[src/rtl/multicycle_controller.sv]
// multicycle_controller: main control FSM for the multicycle RV32I core.
// Sequences FETCH/DECODE/execute states and drives every datapath select
// and write enable. It also stalls on mem_ready in FETCH, MEMREAD and MEMWRITE.
//   clk, reset_n        : clock, asynchronous active-low reset
//   op/funct3/funct7b5  : instruction fields from the instruction register
//   zero                : ALU zero flag (branch resolution)
//   mem_ready           : memory finished the current access this cycle
//   PCWrite, AdrSrc, MemWrite, IRWrite, ResultSrc, ALUSrcA, ALUSrcB,
//   ALUControl, ImmSrc, RegWrite : datapath controls
//   illegal             : pulse in DECODE on unsupported op/funct3
//   retired             : pulse on the final cycle of each instruction
module multicycle_controller (
  input  logic       clk,
  input  logic       reset_n,
  input  logic [6:0] op,
  input  logic [2:0] funct3,
  input  logic       funct7b5,
  input  logic       zero,
  input  logic       mem_ready,
  output logic       PCWrite,
  output logic       AdrSrc,
  output logic       MemWrite,
  output logic       IRWrite,
  output logic [1:0] ResultSrc,
  output logic [1:0] ALUSrcA,
  output logic [1:0] ALUSrcB,
  output logic [2:0] ALUControl,
  output logic [1:0] ImmSrc,
  output logic       RegWrite,
  output logic       illegal,
  output logic       retired
);

  localparam logic [6:0] OP_LW  = 7'b0000011;
  localparam logic [6:0] OP_SW  = 7'b0100011;
  localparam logic [6:0] OP_R   = 7'b0110011;
  localparam logic [6:0] OP_I   = 7'b0010011;
  localparam logic [6:0] OP_BEQ = 7'b1100011;
  localparam logic [6:0] OP_JAL = 7'b1101111;

  typedef enum logic [3:0] {
    S_FETCH, S_DECODE, S_MEMADR, S_MEMREAD, S_MEMWB, S_MEMWRITE,
    S_EXECR, S_EXECI, S_ALUWB, S_BEQ, S_JAL
  } state_t;

  state_t state, state_next;

  logic op_legal, f3_legal, alu_class;
  logic pc_update, branch, ir_en, mw_en, rw_en, ret;
  logic [1:0] alu_op;

  assign op_legal  = (op == OP_LW) || (op == OP_SW) || (op == OP_R) ||
                     (op == OP_I)  || (op == OP_BEQ) || (op == OP_JAL);
  assign alu_class = (op == OP_R) || (op == OP_I);
  assign f3_legal  = (funct3 == 3'b000) || (funct3 == 3'b010) ||
                     (funct3 == 3'b110) || (funct3 == 3'b111);

  always_ff @(posedge clk or negedge reset_n) begin
    if (!reset_n) state <= S_FETCH;
    else          state <= state_next;
  end

  always_comb begin
    state_next = state;
    unique case (state)
      S_FETCH:    if (mem_ready) state_next = S_DECODE;
      S_DECODE: begin
        unique case (op)
          OP_LW, OP_SW: state_next = S_MEMADR;
          OP_R:         state_next = S_EXECR;
          OP_I:         state_next = S_EXECI;
          OP_BEQ:       state_next = S_BEQ;
          OP_JAL:       state_next = S_JAL;
          default:      state_next = S_FETCH;
        endcase
      end
      S_MEMADR:   state_next = (op == OP_LW) ? S_MEMREAD : S_MEMWRITE;
      S_MEMREAD:  if (mem_ready) state_next = S_MEMWB;
      S_MEMWRITE: if (mem_ready) state_next = S_FETCH;
      S_EXECR, S_EXECI: state_next = S_ALUWB;
      S_ALUWB, S_MEMWB, S_BEQ, S_JAL: state_next = S_FETCH;
      default:    state_next = S_FETCH;
    endcase
  end

  always_comb begin
    pc_update = 1'b0;
    branch    = 1'b0;
    ir_en     = 1'b0;
    mw_en     = 1'b0;
    rw_en     = 1'b0;
    ret       = 1'b0;
    AdrSrc    = 1'b0;
    ResultSrc = 2'b00;
    ALUSrcA   = 2'b00;
    ALUSrcB   = 2'b00;
    alu_op    = 2'b00;
    unique case (state)
      S_FETCH: begin
        ir_en = mem_ready; pc_update = mem_ready;
        ALUSrcB = 2'b10; ResultSrc = 2'b10;
      end
      S_DECODE:   begin ALUSrcA = 2'b01; ALUSrcB = 2'b01; end
      S_MEMADR:   begin ALUSrcA = 2'b10; ALUSrcB = 2'b01; end
      S_MEMREAD:  AdrSrc = 1'b1;
      S_MEMWRITE: begin AdrSrc = 1'b1; mw_en = 1'b1; ret = mem_ready; end
      S_MEMWB:    begin ResultSrc = 2'b01; rw_en = 1'b1; ret = 1'b1; end
      S_ALUWB:    begin rw_en = 1'b1; ret = 1'b1; end
      S_EXECR:    begin ALUSrcA = 2'b10; alu_op = 2'b10; end
      S_EXECI:    begin ALUSrcA = 2'b10; ALUSrcB = 2'b01; alu_op = 2'b10; end
      S_BEQ:      begin ALUSrcA = 2'b10; alu_op = 2'b01; branch = 1'b1; ret = 1'b1; end
      S_JAL:      begin ALUSrcA = 2'b01; ALUSrcB = 2'b10; pc_update = 1'b1; ret = 1'b1; end
      default: ;
    endcase

    ALUControl = 3'b000;
    unique case (alu_op)
      2'b01: ALUControl = 3'b001;
      2'b10: begin
        unique case (funct3)
          3'b000:  ALUControl = (op[5] & funct7b5) ? 3'b001 : 3'b000;
          3'b010:  ALUControl = 3'b101;
          3'b110:  ALUControl = 3'b011;
          3'b111:  ALUControl = 3'b010;
          default: ALUControl = 3'b000;
        endcase
      end
      default: ALUControl = 3'b000;
    endcase

    // Enables are gated by reset_n directly so they drop the instant reset asserts.
    PCWrite  = (pc_update | (branch & zero)) & reset_n;
    IRWrite  = ir_en & reset_n;
    MemWrite = mw_en & reset_n;
    RegWrite = rw_en & reset_n;
    retired  = ret & reset_n;
    illegal  = (state == S_DECODE) & reset_n &
               (~op_legal | (alu_class & ~f3_legal));
  end

  always_comb begin
    unique case (op)
      OP_SW:   ImmSrc = 2'b01;
      OP_BEQ:  ImmSrc = 2'b10;
      OP_JAL:  ImmSrc = 2'b11;
      default: ImmSrc = 2'b00;
    endcase
  end

endmodule

[config.mk]
export PLATFORM = sky130hd
export DESIGN_NAME = multicycle_controller
export DESIGN_NICKNAME = d
export VERILOG_FILES = /design/src/rtl/multicycle_controller.sv
export SDC_FILE = /design/constraint.sdc
export NUM_CORES = 1
export LEC_CHECK = 0
export BUFFER_PORTS_ARGS = -buffer_cell sky130_fd_sc_hd__buf_4
export CORE_UTILIZATION = 40
export DETAILED_ROUTE_END_ITERATION = 12
export HOLD_SLACK_MARGIN = 0.02
export MAX_ROUTING_LAYER = met4
export PLACE_DENSITY = 0.8
export RECOVER_POWER = 25
export SLEW_MARGIN = 30
export SYNTH_ARGS = -nofsm -noshare
export SYNTH_HDL_FRONTEND = slang
export SYNTH_SLANG_ARGS = --single-unit
[constraint.sdc]
create_clock -name clk -period 1.42 [get_ports clk]
set_input_delay 0 -clock clk [delete_from_list [all_inputs] [get_ports clk]]
set_output_delay 0 -clock clk [all_outputs]
set_load 0.05 [all_outputs]
==> results of run 1 <==
-- stage by stage --
step,setup TNS (ns),instance area [um2],instances
after CTS,-1.05,1350,160
after detailed placement,-0.0291,1090,145
after global placement,0,1090,145
after floorplan,-0.872,754,89
-- logic make-up after synthesis --
kind of cell | share of synthesized area (%)
and+or+nand+nor | 45.0
AOI/OAI and AO/OA | 21.3
buffers and inverters | 7.91
DFF | 15.1
xor gates and xnor gates | 3.96
muxes | 3.01
adders and majority gates | 3.77
-- timing repair --
item,4_1_cts
gates resized for setup,35
setup endpoints to repair,10
hold buffers,1
pin swaps,14
endpoints found under the hold margin,4
buffers inserted,11
==> out/metrics.cfg, run 1 <==
[synthesis]
ys.flop_type=dfrtp_1
netlist_area_um2=664
synth_top_area_share_pct=15.1
syn_nets=106
syn_avg_cell_area_um2=7.47
synth_edf_count=0
yosysMostFrequentCell=nand2_1
seq_area_frac_synth_pct=15.1
synthTopCellsByArea=dfrtp_1 (15%), nor2b_1 (5.6%), nand2b_1 (4.7%)
ys_warn_count=0
synthArstFlopShare_pct=100
synth_common_cells=nand2_1 (8), nor2_1 (7), nor2b_1 (6)
syn_inst=89
yosysUniqueCellTypes=39
synth_seq_cells=4
synth_top_area_cell=dfrtp_1

[floorplanning]
die_w_um=42.8
num_rows=14
start_util_pct=43.6
chipHeight_um=42.8
ios=33

[sta]
postGrtWorstEndpoint=PCWrite
worstEpCategory=output port

[clock_network]
cts.sinks=4
htree_levels=1
clock_path_buffers=2
numCtsBuffers=3
cts-root-buf=clkbuf_4

[placed_design]
hpwl_um=1550
place_ws_ns=-0.0198
io_buffers=32
place.gp.congestion=0.832

[outcome]
error_line=[ERROR DPL-0033] detailed placement checks failed during check placement.
failing_step=global routing
status=aborted with a tool error

[grt]
antenna_found_initial=0
grt_max_degree=17

==> run 2: changes to the inputs <==
--- a/config.mk
+++ b/config.mk
@@ -6,11 +6,10 @@
 export NUM_CORES = 1
 export LEC_CHECK = 0
 export BUFFER_PORTS_ARGS = -buffer_cell sky130_fd_sc_hd__buf_4
-export CORE_UTILIZATION = 40
+export CORE_AREA = 2 2 63 65
 export DETAILED_ROUTE_END_ITERATION = 12
-export HOLD_SLACK_MARGIN = 0.02
-export MAX_ROUTING_LAYER = met4
-export PLACE_DENSITY = 0.8
+export DIE_AREA = 0 0 65 67
+export PLACE_DENSITY_LB_ADDON = 0.15
 export RECOVER_POWER = 25
 export SLEW_MARGIN = 30
 export SYNTH_ARGS = -nofsm -noshare
==> out/metrics.cfg, run 2 <==
[clock_network]
clk_pin_slew_worst_paths_ns=0.03
htree_levels=1
tritoncts=done
clock_path_buffers=2
clk_latency_ns=0.21
cts.sinks=4
cts-root-buf=clkbuf_8
numCtsBuffers=3

[synthesis]
synthTopCellsByArea=dfrtp_1 (15%), nor2b_1 (5.6%), nand2b_1 (4.7%)
synth_edf_count=0
syn_nets=106
synth_common_cells=nand2_1 (8), nor2_1 (7), nor2b_1 (6)
netlist_area_um2=664
syn_avg_cell_area_um2=7.47
synth_top_area_share_pct=15.1
synth_seq_cells=4
ys.flop_type=dfrtp_1
ys_warn_count=0
seq_area_frac_synth_pct=15.1
synthArstFlopShare_pct=100
yosysMostFrequentCell=nand2_1
syn_inst=89
synth_top_area_cell=dfrtp_1
yosysUniqueCellTypes=39

[power]
cellPowerDensity_mw_per_mm2=526
netSwitchingFraction_pct=36.9
seqPwrFrac_pct=15.7
p_clk_share_pct=28.7
vdd_drop_max_uv=257
fin_total_pwr_uw=804
combinationalPowerShare_pct=55.6
p_leak_uw=0.000667
p_int_uw=508
switchingPower_uw=296

[sta]
fin_tns_setup_ns=-0.789
maxSlewHeadroom_pct=68.2
fmax_ghz=0.622
final_hold_viol_count=0
fin_crit_ns=1.61
finalCritPeriodShare_pct=113
worstMarginPinSlew_ns=0.478
report.final.setup_viol=8
setup_ws_ns=-0.189
drv_slew=0
grt_setup_unrepaired=yes
clock_skew_ns=0.000337

[finish]
fillerInstances=354
fin_cells=195
regMostFlops=state
layout_commonest_cell=buf_4
drive_gt1_share_pct=69.4
num_antenna_cells=0
area_growth_pct=130
largest_register_ffs=4
num-nets-final=166
final_cell_mix=buf_4 (33), buf_6 (20), nand2_1 (5)
top_regs=state (4)

[placed_design]
place.gp.congestion=0.718
place_ws_ns=-0.0267
io_buffers=32
dp_cells=180
hpwl_um=1730

[grt]
antenna_found_initial=0
grt_pass1_vias=852
met1_usage_pct=14.0
grt_max_degree=11
grt_pass1_wl_um=3820
grt_overflow_total=0
top_usage_layer=met2
grt_use_met2_pct=19.1
groute.usage.overall_pct=11.2
use_met3_pct=1.18

[floorplanning]
ios=33
chipHeight_um=67
die-area_mm2=0.00436
core_area_mm2=0.00361
start_util_pct=18.4
die_w_um=65
num_rows=22

[setup_path]
worstSetupPathType=flop to output port
cp-start-kind=flop
path_cells=nand2b_4 -> nor2_4 -> buf_4 -> ha_4 -> nor4_4 -> buf_6
arrival_ns=1.61
endpoint_kind=output port
crit_fanout=4
required_ns=1.42
slowest_delay_ns=0.39
critPathSlowestCell=dfrtp_1

[min_path]
min_path_type=input pin to flop

[drt]
ant_nets=0
wirelength_um=2190
drc=0
routedWlPerCell_um=11.2
first_pass_iters=4
first_iter_violations=22
viasPerCell=4.49
num_vias=876

[outcome]
status=finished with violations
violations=setup timing

[flow_run]
maxCapViolCount=0

run 2: cell counts after synthesis:
Identical to the previous run, type by type.
run 2: cell type report:
type	count	area [um2]	area share, %
Clock buffer	3	41.3	2.70
Tap cell	48	60.1	3.92
Sequential cell	4	101	6.62
Multi-Input combinational cell	76	746	48.7
Timing Repair Buffer	60	567	37.0
Inverter	4	15.0	0.981
run 2: cells by family (layout without fill, tap and decap cells):
family | Yosys count | count (layout) | share of synthesized area (%)
AO/OA/AOI/OAI | 20 | 20 | 21.3
multiplexers | 2 | 2 | 3.01
XOR/XNOR | 3 | 3 | 3.96
buffers and inverters | 9 | 67 | 7.91
adder cells (fa/ha/maj) | 2 | 2 | 3.77
flip-flops | 4 | 4 | 15.1
AND/OR/NAND/NOR | 49 | 49 | 45.0
run 2: timing repair:
item	CTS	global route
pin swaps	10	6
hold buffers	1	0
endpoints found under the hold margin	4	0
gates resized for setup	34	26
buffers inserted	10	1
setup endpoints to repair	11	16
run 2: metal layers:
layer,part of all wire [%],vias up
met2,51,26
li1,-,450
met3,4.3,4
met5,0,-
met1,43,396
met4,2.3,0
run 2: worst max-delay path, delay by kind of cell (launching register included):
kind | cells | cell delay (ns)
AND/OR/NAND/NOR | 3 | 0.48
flip-flops | 1 | 0.39
buffers and inverters | 2 | 0.31
adder cells (fa/ha/maj) | 1 | 0.20
run 2: final timing paths:
check                          start            end  slack, ns  cells after the start
max in group asynchronous    reset_n       state[3]       0.81                      2
max                         state[2]  ALUControl[2]      -0.19                      6
min                        mem_ready       state[2]       0.21                      3
min in group asynchronous    reset_n       state[1]       0.26                      2
min reg2reg                 state[1]       state[1]       0.73                      2
max reg2reg                 state[2]       state[0]       0.02                      6
run 2: power groups by stage:
stage	registers (uW)	clock network, uW	logic (uW)
2_1_floorplan	128	0	225
3_3_place_gp	125	0	356
3_5_place_dp	125	0	358
4_1_cts	126	237	417
5_1_grt	127	242	474
6_report	126	231	447
run 2: metrics by stage:
stage	util [%]	hold WS, ns	area [um2]
after floorplan	-	-0.296	754
after global placement	31.5	-0.176	1140
after detailed placement	31.5	-0.178	1140
after CTS	39.3	0.153	1420
after global routing	42.4	0.239	1530
final	42.4	0.208	1530
Note: power is estimated with default switching activity, not from simulation.
